--- config.mk ---
export PLATFORM = sky130hd
export DESIGN_NAME = jedro_1_regcheck_ctrl
export DESIGN_NICKNAME = d
export VERILOG_FILES = /design/src/rtl/jedro_1_regcheck_ctrl.sv
export SDC_FILE = /design/constraint.sdc
export NUM_CORES = 1
export LEC_CHECK = 0
export ABC_AREA = 1
export ABC_CLOCK_PERIOD_IN_PS = 6000
export CAP_MARGIN = 20
export CELL_PAD_IN_SITES_DETAIL_PLACEMENT = 1
export CELL_PAD_IN_SITES_GLOBAL_PLACEMENT = 1
export CORE_ASPECT_RATIO = 0.9
export CORE_UTILIZATION = 24
export CTS_BUF_LIST = sky130_fd_sc_hd__clkbuf_4 sky130_fd_sc_hd__clkbuf_8 sky130_fd_sc_hd__clkbuf_16
export CTS_CLUSTER_DIAMETER = 120
export DETAILED_ROUTE_END_ITERATION = 7
export GPL_ROUTABILITY_DRIVEN = 0
export PLACE_DENSITY_LB_ADDON = 0.1
export SYNTH_ARGS = -nofsm -noshare
export SYNTH_HDL_FRONTEND = slang
export SYNTH_SLANG_ARGS = --single-unit
--- constraint.sdc ---
create_clock -name clk_i -period 6 [get_ports clk_i]
set_input_delay 1.8 -clock clk_i [delete_from_list [all_inputs] [get_ports clk_i]]
set_output_delay 1.8 -clock clk_i [all_outputs]
set_load 0.05 [all_outputs]
--- src/rtl/jedro_1_regcheck_ctrl.sv ---
// Sequencer that resets a core, lets it run until an illegal instruction or a
// cycle budget expires, drains it, then compares selected registers against expected values.
module jedro_1_regcheck_ctrl #(
    parameter int DATA_WIDTH   = 32,
    parameter int NUM_CHECKS   = 4,
    parameter int MAX_CYCLES   = 32,
    parameter int RESET_CYCLES = 3,
    parameter int DRAIN_CYCLES = 3
) (
    input  logic                                       clk_i,
    input  logic                                       rst_i,
    input  logic                                       start_i,
    input  logic                                       illegal_instr_i,
    output logic                                       core_rstn_o,
    output logic [4:0]                                 rf_raddr_o,
    input  logic [DATA_WIDTH-1:0]                      rf_rdata_i,
    input  logic [NUM_CHECKS*5-1:0]                    exp_addr_i,
    input  logic [NUM_CHECKS*DATA_WIDTH-1:0]           exp_data_i,
    output logic                                       busy_o,
    output logic                                       done_o,
    output logic                                       pass_o,
    output logic                                       timeout_o,
    output logic [$clog2(NUM_CHECKS+1)-1:0]            fail_cnt_o,
    output logic [((NUM_CHECKS > 1) ? $clog2(NUM_CHECKS) : 1)-1:0] first_fail_idx_o
);

    localparam int FC_W    = $clog2(NUM_CHECKS + 1);
    localparam int IDX_W   = (NUM_CHECKS > 1) ? $clog2(NUM_CHECKS) : 1;
    localparam int CNT_MAX = (MAX_CYCLES > RESET_CYCLES)
                             ? ((MAX_CYCLES > DRAIN_CYCLES) ? MAX_CYCLES : DRAIN_CYCLES)
                             : ((RESET_CYCLES > DRAIN_CYCLES) ? RESET_CYCLES : DRAIN_CYCLES);
    localparam int CNT_W   = $clog2(CNT_MAX + 1);

    typedef enum logic [2:0] {
        S_IDLE,
        S_HOLD_RST,
        S_RUN,
        S_DRAIN,
        S_CHECK,
        S_DONE
    } state_e;

    state_e                 state_q;
    logic [CNT_W-1:0]       cnt_q;
    logic [IDX_W-1:0]       idx_q;
    logic                   core_rstn_q;
    logic                   busy_q;
    logic                   done_q;
    logic                   pass_q;
    logic                   timeout_q;
    logic [FC_W-1:0]        fail_cnt_q;
    logic [FC_W-1:0]        fail_cnt_d;
    logic [IDX_W-1:0]       first_fail_q;
    logic [DATA_WIDTH-1:0]  exp_data_cur;
    logic                   mismatch;

    // The register file answers combinationally, so the compare happens in the addressing cycle.
    always_comb begin
        exp_data_cur = exp_data_i[int'(idx_q)*DATA_WIDTH +: DATA_WIDTH];
        mismatch     = (state_q == S_CHECK) && (rf_rdata_i != exp_data_cur);
        fail_cnt_d   = fail_cnt_q;
        if (mismatch && (fail_cnt_q != FC_W'(NUM_CHECKS)))
            fail_cnt_d = fail_cnt_q + 1'b1;
        rf_raddr_o = 5'd0;
        if (state_q == S_CHECK)
            rf_raddr_o = exp_addr_i[int'(idx_q)*5 +: 5];
    end

    always_ff @(posedge clk_i or posedge rst_i) begin
        if (rst_i) begin
            state_q      <= S_IDLE;
            cnt_q        <= '0;
            idx_q        <= '0;
            core_rstn_q  <= 1'b0;
            busy_q       <= 1'b0;
            done_q       <= 1'b0;
            pass_q       <= 1'b0;
            timeout_q    <= 1'b0;
            fail_cnt_q   <= '0;
            first_fail_q <= '0;
        end else begin
            case (state_q)
                S_IDLE, S_DONE: begin
                    if (start_i) begin
                        state_q      <= S_HOLD_RST;
                        cnt_q        <= '0;
                        core_rstn_q  <= 1'b0;
                        busy_q       <= 1'b1;
                        done_q       <= 1'b0;
                        pass_q       <= 1'b0;
                        timeout_q    <= 1'b0;
                        fail_cnt_q   <= '0;
                        first_fail_q <= '0;
                    end
                end
                S_HOLD_RST: begin
                    if (cnt_q == CNT_W'(RESET_CYCLES - 1)) begin
                        state_q     <= S_RUN;
                        cnt_q       <= '0;
                        core_rstn_q <= 1'b1;
                    end else begin
                        cnt_q <= cnt_q + 1'b1;
                    end
                end
                S_RUN: begin
                    // An illegal instruction in the final budget cycle counts as a clean stop.
                    if (illegal_instr_i || (cnt_q == CNT_W'(MAX_CYCLES - 1))) begin
                        state_q   <= S_DRAIN;
                        cnt_q     <= '0;
                        timeout_q <= !illegal_instr_i;
                    end else begin
                        cnt_q <= cnt_q + 1'b1;
                    end
                end
                S_DRAIN: begin
                    if (cnt_q == CNT_W'(DRAIN_CYCLES - 1)) begin
                        state_q <= S_CHECK;
                        cnt_q   <= '0;
                        idx_q   <= '0;
                    end else begin
                        cnt_q <= cnt_q + 1'b1;
                    end
                end
                S_CHECK: begin
                    fail_cnt_q <= fail_cnt_d;
                    if (mismatch && (fail_cnt_q == '0))
                        first_fail_q <= idx_q;
                    if (idx_q == IDX_W'(NUM_CHECKS - 1)) begin
                        state_q <= S_DONE;
                        busy_q  <= 1'b0;
                        done_q  <= 1'b1;
                        pass_q  <= (fail_cnt_d == '0) && !timeout_q;
                    end else begin
                        idx_q <= idx_q + 1'b1;
                    end
                end
                default: state_q <= S_IDLE;
            endcase
        end
    end

    assign core_rstn_o      = core_rstn_q;
    assign busy_o           = busy_q;
    assign done_o           = done_q;
    assign pass_o           = pass_q;
    assign timeout_o        = timeout_q;
    assign fail_cnt_o       = fail_cnt_q;
    assign first_fail_idx_o = first_fail_q;

endmodule

==> flow_metrics.py, run 1 <==
metrics = {
    "logic_synthesis": {
        "yosys-top-cells-area": "nand2_1 34%, dfrtp_1 18%, nand3_1 17%, inv_1 6.2%, nor2_1 5.9%",
        "synth_top_area_cell": "nand2_1",
        "synth_fp_nets": 769,
        "synth_top_area_share": 0.339,
        "syn_area_um2": 2970,
        "avgSynthCellArea_um2": 5.11,
        "yosys_warnings": 0,
        "synthCells": 580,
        "synth_seq_cells": 21,
        "synth_cell_type_count": 25,
        "ys_seq_area_frac": 0.177,
    },
    "critical_path": {
        "crit_chain": "clkdlybuf4s50_1, nor2_1, nor2_1, o21ai_0, a21oi_1, clkdlybuf4s50_1",
        "path_delay_family": "buffers and inverters",
        "r2r-start": "idx_q[1]",
        "crit_arrival_ns": 3.52,
        "slowest_stage": "clkdlybuf4s50_1",
        "path_buf_inv": 2,
        "worst-setup-path-type": "input port to output pin",
        "critical_path_depth": 6,
        "cpPeakStageDelay_ns": 0.83,
        "r2r_slack_ns": 2.98,
        "cp_max_fo": 1,
        "worstPathRequired_ns": 4.20,
        "r2r-end": "pass_o",
        "crit_path_start_kind": "input port",
        "critPathCaptureType": "output pin",
        "rr_worst_depth": 16,
    },
    "grt": {
        "track_usage": 0.207,
        "grt_use_met2": 0.375,
        "grt-ovfl-total": 0,
        "busiest_layer": "met2",
        "grt_first_pass_wirelength_um": 21500,
        "antenna_found_initial": 0,
        "grt_max_degree": 61,
        "grtUsageMet1": 0.265,
        "grt_pass1_vias": 4343,
        "use_met3": 0.0233,
    },
    "clocking": {
        "post_cts_resized": 0,
        "holdBufCountCts": 0,
        "postCtsSetupBuffers": 0,
        "cts_max_path_buffers": 2,
        "clock_sinks": 21,
        "h-tree-depth": 1,
        "cts.clk_slew.worst_paths_ns": 0.06,
        "cts-root-buf": "clkbuf_16",
        "clk_latency_ns": 0.26,
        "cts_tree": "yes",
        "cts_inserted_buffers": 3,
    },
    "route": {
        "wl_um": 13500,
        "first_pass_iters": 4,
        "wl_per_cell_um": 14.6,
        "ant_nets": 0,
        "vias_per_cell": 4.68,
        "drt-initial-drc-count": 158,
        "drc_errors": 0,
        "num_vias": 4311,
    },
    "finish": {
        "areaGrowthSynthToFinish_pct": 72.7,
        "drive_gt1_frac": 0.0158,
        "most-common-layout-cells": "268 x nand2_1, 198 x clkdlybuf4s50_1, 102 x nand3_1",
        "nNetsFinal": 951,
        "diodes": 0,
        "mostFrequentLayoutCell": "nand2_1",
        "stdcell_area_um2": 5120,
        "fillers": 1643,
    },
    "sta": {
        "setup-violations-final": 0,
        "grt_setup_unrepaired": "no",
        "tightest_slew_ns": 0.845,
        "slew_headroom": 0.436,
        "fin_tns_setup_ns": 0,
        "period_needed_ns": 5.32,
        "post-route-period-util": 0.887,
        "drv_slew": 0,
        "max_freq_mhz": 188,
        "skew_ns": 0.00243,
        "finalHoldViolCount": 0,
    },
    "placed_design": {
        "place_hpwl_um": 10800,
        "dpl_cell_area_um2": 5040,
        "portBuffers": 198,
    },
    "floorplan": {
        "core.rowCount": 38,
        "start_util": 0.247,
        "fp.coreArea_um2": 12000,
        "die_h_um": 107,
        "chipWidth_um": 119,
        "io_pins": 199,
        "dieArea_um2": 12800,
    },
    "power_and_ir_drop": {
        "ir_drop_uv": 173,
        "cellLeakagePower_nw": 2.41,
        "p_per_area_nw_per_um2": 283,
    },
    "min_path": {
        "worstHoldPathCells": 2,
        "hold_class": "flop to flop",
        "hp-start": "done_o",
        "hold_path_end": "done_o",
    },
    "outcome": {
        "status": "complete, no violations",
    },
    "job": {
        "maxCapViolCount": 0,
    },
}
## Yosys cell counts
cell,instances
buf_6,2
a21oi_1,6
xor2_1,3
nand3_1,102
nand4_1,3
buf_4,5
o221ai_1,1
dfrtp_1,21
clkbuf_2,1
nand2_1,268
buf_1,2
xnor2_1,1
inv_1,49
nor2_1,47
clkbuf_1,4
or2_2,1
o21ai_1,3
nand3b_1,7
ha_1,5
a31oi_1,1
inv_2,1
o21ai_0,27
buf_2,12
nor3_1,6
o22ai_1,2
## cell type report
type,instances,area (um2),share of cell area
sequential,21,527,0.103
timing repair buffer,203,2020,0.394
multi-input combinational,483,2110,0.411
clock buffer,4,82.6,0.0161
inverter,50,188,0.0366
tap,160,200,0.0391
## sequential cells by signal, indices dropped and copies added (netlist names)
name              flops
first_fail_idx_o      2
done_o                1
fail_cnt_o            3
timeout_o             1
pass_o                1
core_rstn_o           1
state_q               3
idx_q                 2
cnt_q                 6
busy_o                1
## where the power goes
group / switching, W / internal (W) / total [W]
combinational: 0.000660 / 0.000398 / 0.00106
clock: 0.0000560 / 0.0000953 / 0.000151
sequential: 0.0000647 / 0.000177 / 0.000242
## logic make-up (layout without fill, tap and decap cells)
group           count (synthesis)  after routing  synth area share
xor+xnor                        4              4            0.0118
flops                          21             21             0.177
buf+inv                        76            257             0.113
simple gates                  434            434             0.607
fa+ha+maj                       5              5            0.0211
compound gates                 40             40            0.0700
## metrics by stage
stage | total power (W) | hold WS (ns) | setup WS, ns | utilization | instances
final | 0.00145 | 0.488 | 0.676 | 0.426 | 921
after global routing | 0.00161 | 0.507 | 0.566 | 0.426 | 921
after CTS | 0.00147 | 0.497 | 0.670 | 0.426 | 921
after detailed placement | 0.00131 | 0.475 | 0.671 | 0.419 | 917
after global placement | 0.00128 | 0.464 | 0.676 | 0.419 | 917
after floorplan | 0.000958 | 0.503 | 1.43 | - | 580
## worst min-delay path, stage by stage, from the launching register on
cell and delay [ns]:
dfrtp_1 0.35, nand2_1 0.06, nand2_1 0.05
## metal layers
layer / vias up / wire length [um] / part of all wire
li1: 2206 / - / -
met1: 1979 / 6090 / 0.45
met3: 9 / 759 / 0.056
met4: 0 / 141 / 0.010
met2: 117 / 6470 / 0.48
met5: - / 0 / 0
## how the worst max path moves through the flow
stage | from | end
final | exp_addr_i[0] | rf_raddr_o[0]
after global placement | exp_addr_i[4] | rf_raddr_o[4]
after CTS | exp_addr_i[0] | rf_raddr_o[0]
after detailed placement | exp_addr_i[0] | rf_raddr_o[0]
after floorplan | exp_addr_i[1] | rf_raddr_o[1]
after global routing | exp_addr_i[4] | rf_raddr_o[4]
Power figures use the tool's default switching activity.
==> run 2, diff against run 1 <==
--- a/config.mk
+++ b/config.mk
@@ -22 +22,2 @@
 export SYNTH_SLANG_ARGS = --single-unit
+export TNS_END_PERCENT = 20
==> constraint.sdc (replaced) <==
create_clock -name clk_i -period 6 [get_ports clk_i]
set_input_delay 1.2 -clock clk_i [delete_from_list [all_inputs] [get_ports clk_i]]
set_output_delay 1.2 -clock clk_i [all_outputs]
set_load 0.05 [all_outputs]
==> flow_metrics.py, run 2 (synthesis results as in run 1) <==
metrics = {
    "critical_path": {
        "worst-setup-path-type": "flop to output pin",
        "startpoint": "state_q[1]",
        "crit_top_cell": "inv_1",
        "rr_worst_depth": 19,
        "slowest_stage": "clkdlybuf4s50_1",
        "critPathCaptureType": "output pin",
        "crit_end": "rf_raddr_o[2]",
        "crit_path_start_kind": "flop",
        "cpPeakStageDelay_ns": 0.84,
        "path_delay_family": "buffers and inverters",
        "cp_max_fo": 16,
        "critical_path_depth": 6,
        "r2r-end": "pass_o",
        "path_buf_inv": 3,
        "r2r-start": "idx_q[0]",
        "crit_arrival_ns": 3.13,
        "worstPathRequired_ns": 4.80,
        "r2r_slack_ns": 2.97,
        "crit_chain": "inv_1, nand2_1, nor2_1, inv_1, a21oi_1, clkdlybuf4s50_1",
    },
    "floorplan": {
        "dieArea_um2": 12800,
        "core.rowCount": 38,
        "die_h_um": 107,
        "start_util": 0.247,
        "fp.coreArea_um2": 12000,
        "io_pins": 199,
        "chipWidth_um": 119,
    },
    "grt": {
        "grt-ovfl-total": 0,
        "grt_first_pass_wirelength_um": 21900,
        "track_usage": 0.210,
        "grt_max_degree": 68,
        "antenna_found_initial": 0,
        "grt_pass1_vias": 4551,
    },
    "route": {
        "wl_per_cell_um": 14.8,
        "drt-initial-drc-count": 210,
        "wl_um": 13600,
        "ant_nets": 0,
        "first_pass_iters": 4,
        "num_vias": 4377,
        "vias_per_cell": 4.76,
        "drc_errors": 0,
    },
    "clocking": {
        "cts-root-buf": "clkbuf_16",
        "cts_inserted_buffers": 3,
        "cts_tree": "yes",
        "clock_sinks": 21,
        "post_cts_resized": 0,
        "postCtsSetupBuffers": 0,
        "holdBufCountCts": 0,
        "h-tree-depth": 1,
        "cts.clk_slew.worst_paths_ns": 0.06,
        "cts_max_path_buffers": 2,
        "clk_latency_ns": 0.26,
    },
    "sta": {
        "post-route-period-util": 0.722,
        "setup_ws_ns": 1.67,
        "drv_slew": 0,
        "period_needed_ns": 4.33,
        "skew_ns": 0.00225,
        "fin_tns_setup_ns": 0,
        "slew_headroom": 0.328,
        "max_freq_mhz": 231,
        "finalHoldViolCount": 0,
        "setup-violations-final": 0,
        "holdWs_ns": 0.483,
        "grt_setup_unrepaired": "no",
        "tightest_slew_ns": 1.00,
    },
    "finish": {
        "most-common-layout-cells": "268 x nand2_1, 198 x clkdlybuf4s50_1, 102 x nand3_1",
        "nNetsFinal": 950,
        "largest-register": "cnt_q",
        "largest_register_ffs": 6,
        "drive_gt1_frac": 0.0145,
        "mostFrequentLayoutCell": "nand2_1",
        "diodes": 0,
        "areaGrowthSynthToFinish_pct": 72.4,
        "fin_cells": 920,
    },
    "placed_design": {
        "place_inst": 916,
        "place_hpwl_um": 10800,
        "place_ws_ns": 1.85,
        "portBuffers": 198,
    },
    "power_and_ir_drop": {
        "p_int_w": 0.000668,
        "p_per_area_nw_per_um2": 284,
        "p_seq_frac": 0.151,
        "clkPwrFrac": 0.103,
        "cellLeakagePower_nw": 2.40,
        "sw_frac_of_total": 0.540,
        "power_switching_w": 0.000784,
        "ir_drop_uv": 185,
        "power_frac_comb": 0.746,
    },
    "min_path": {
        "hold_class": "flop to flop",
    },
    "job": {
        "maxCapViolCount": 0,
    },
    "outcome": {
        "status": "complete, no violations",
    },
}
-- run 2: worst min path at each step --
stage	from	to	slack [ns]	depth (start not counted)
6_report	done_o	done_o	0.48	2
3_3_place_gp	done_o	done_o	0.47	2
3_5_place_dp	done_o	done_o	0.47	2
4_1_cts	done_o	done_o	0.49	2
2_1_floorplan	cnt_q[1]	cnt_q[1]	0.50	2
5_1_grt	done_o	done_o	0.52	2
-- run 2: area by class of cell --
| cell class | count | area (um2) |
|---|---|---|
| flip-flops and latches | 21 | 527 |
| multi-input cells | 483 | 2110 |
| well taps | 160 | 200 |
| inverters | 50 | 188 |
| repair buffers | 202 | 2010 |
| clock buffers | 4 | 82.6 |
| fillers | 1644 | 6910 |
-- run 2: metrics by stage --
step | util | power [W] | area (um2)
final | 0.425 | 0.00145 | 5110
after CTS | 0.425 | 0.00147 | 5110
after detailed placement | 0.418 | 0.00131 | 5030
after floorplan | - | 0.000958 | 2970
after global routing | 0.425 | 0.00162 | 5110
after global placement | 0.418 | 0.00127 | 5030
-- run 2: tightest hold or removal path, stage by stage (launching register included) --
cell,delay (ns)
dfrtp_1,0.34
nand2_1,0.06
nand2_1,0.05
-- run 2: routing by layer --
layer  vias to the layer above  wire length [um]  track usage
li1                       2198                 -            -
met1                      2046              6090        0.264
met2                       122              6640        0.388
met3                        11               740       0.0281
met4                         0               140       0.0298
met5                         -                 0            0
-- run 2: power groups by stage --
stage / registers (W) / clock network (W) / logic (W)
6_report: 0.000220 / 0.000149 / 0.00108
3_5_place_dp: 0.000221 / 0 / 0.00109
4_1_cts: 0.000220 / 0.000153 / 0.00110
2_1_floorplan: 0.000249 / 0 / 0.000709
3_3_place_gp: 0.000218 / 0 / 0.00106
5_1_grt: 0.000226 / 0.000161 / 0.00123
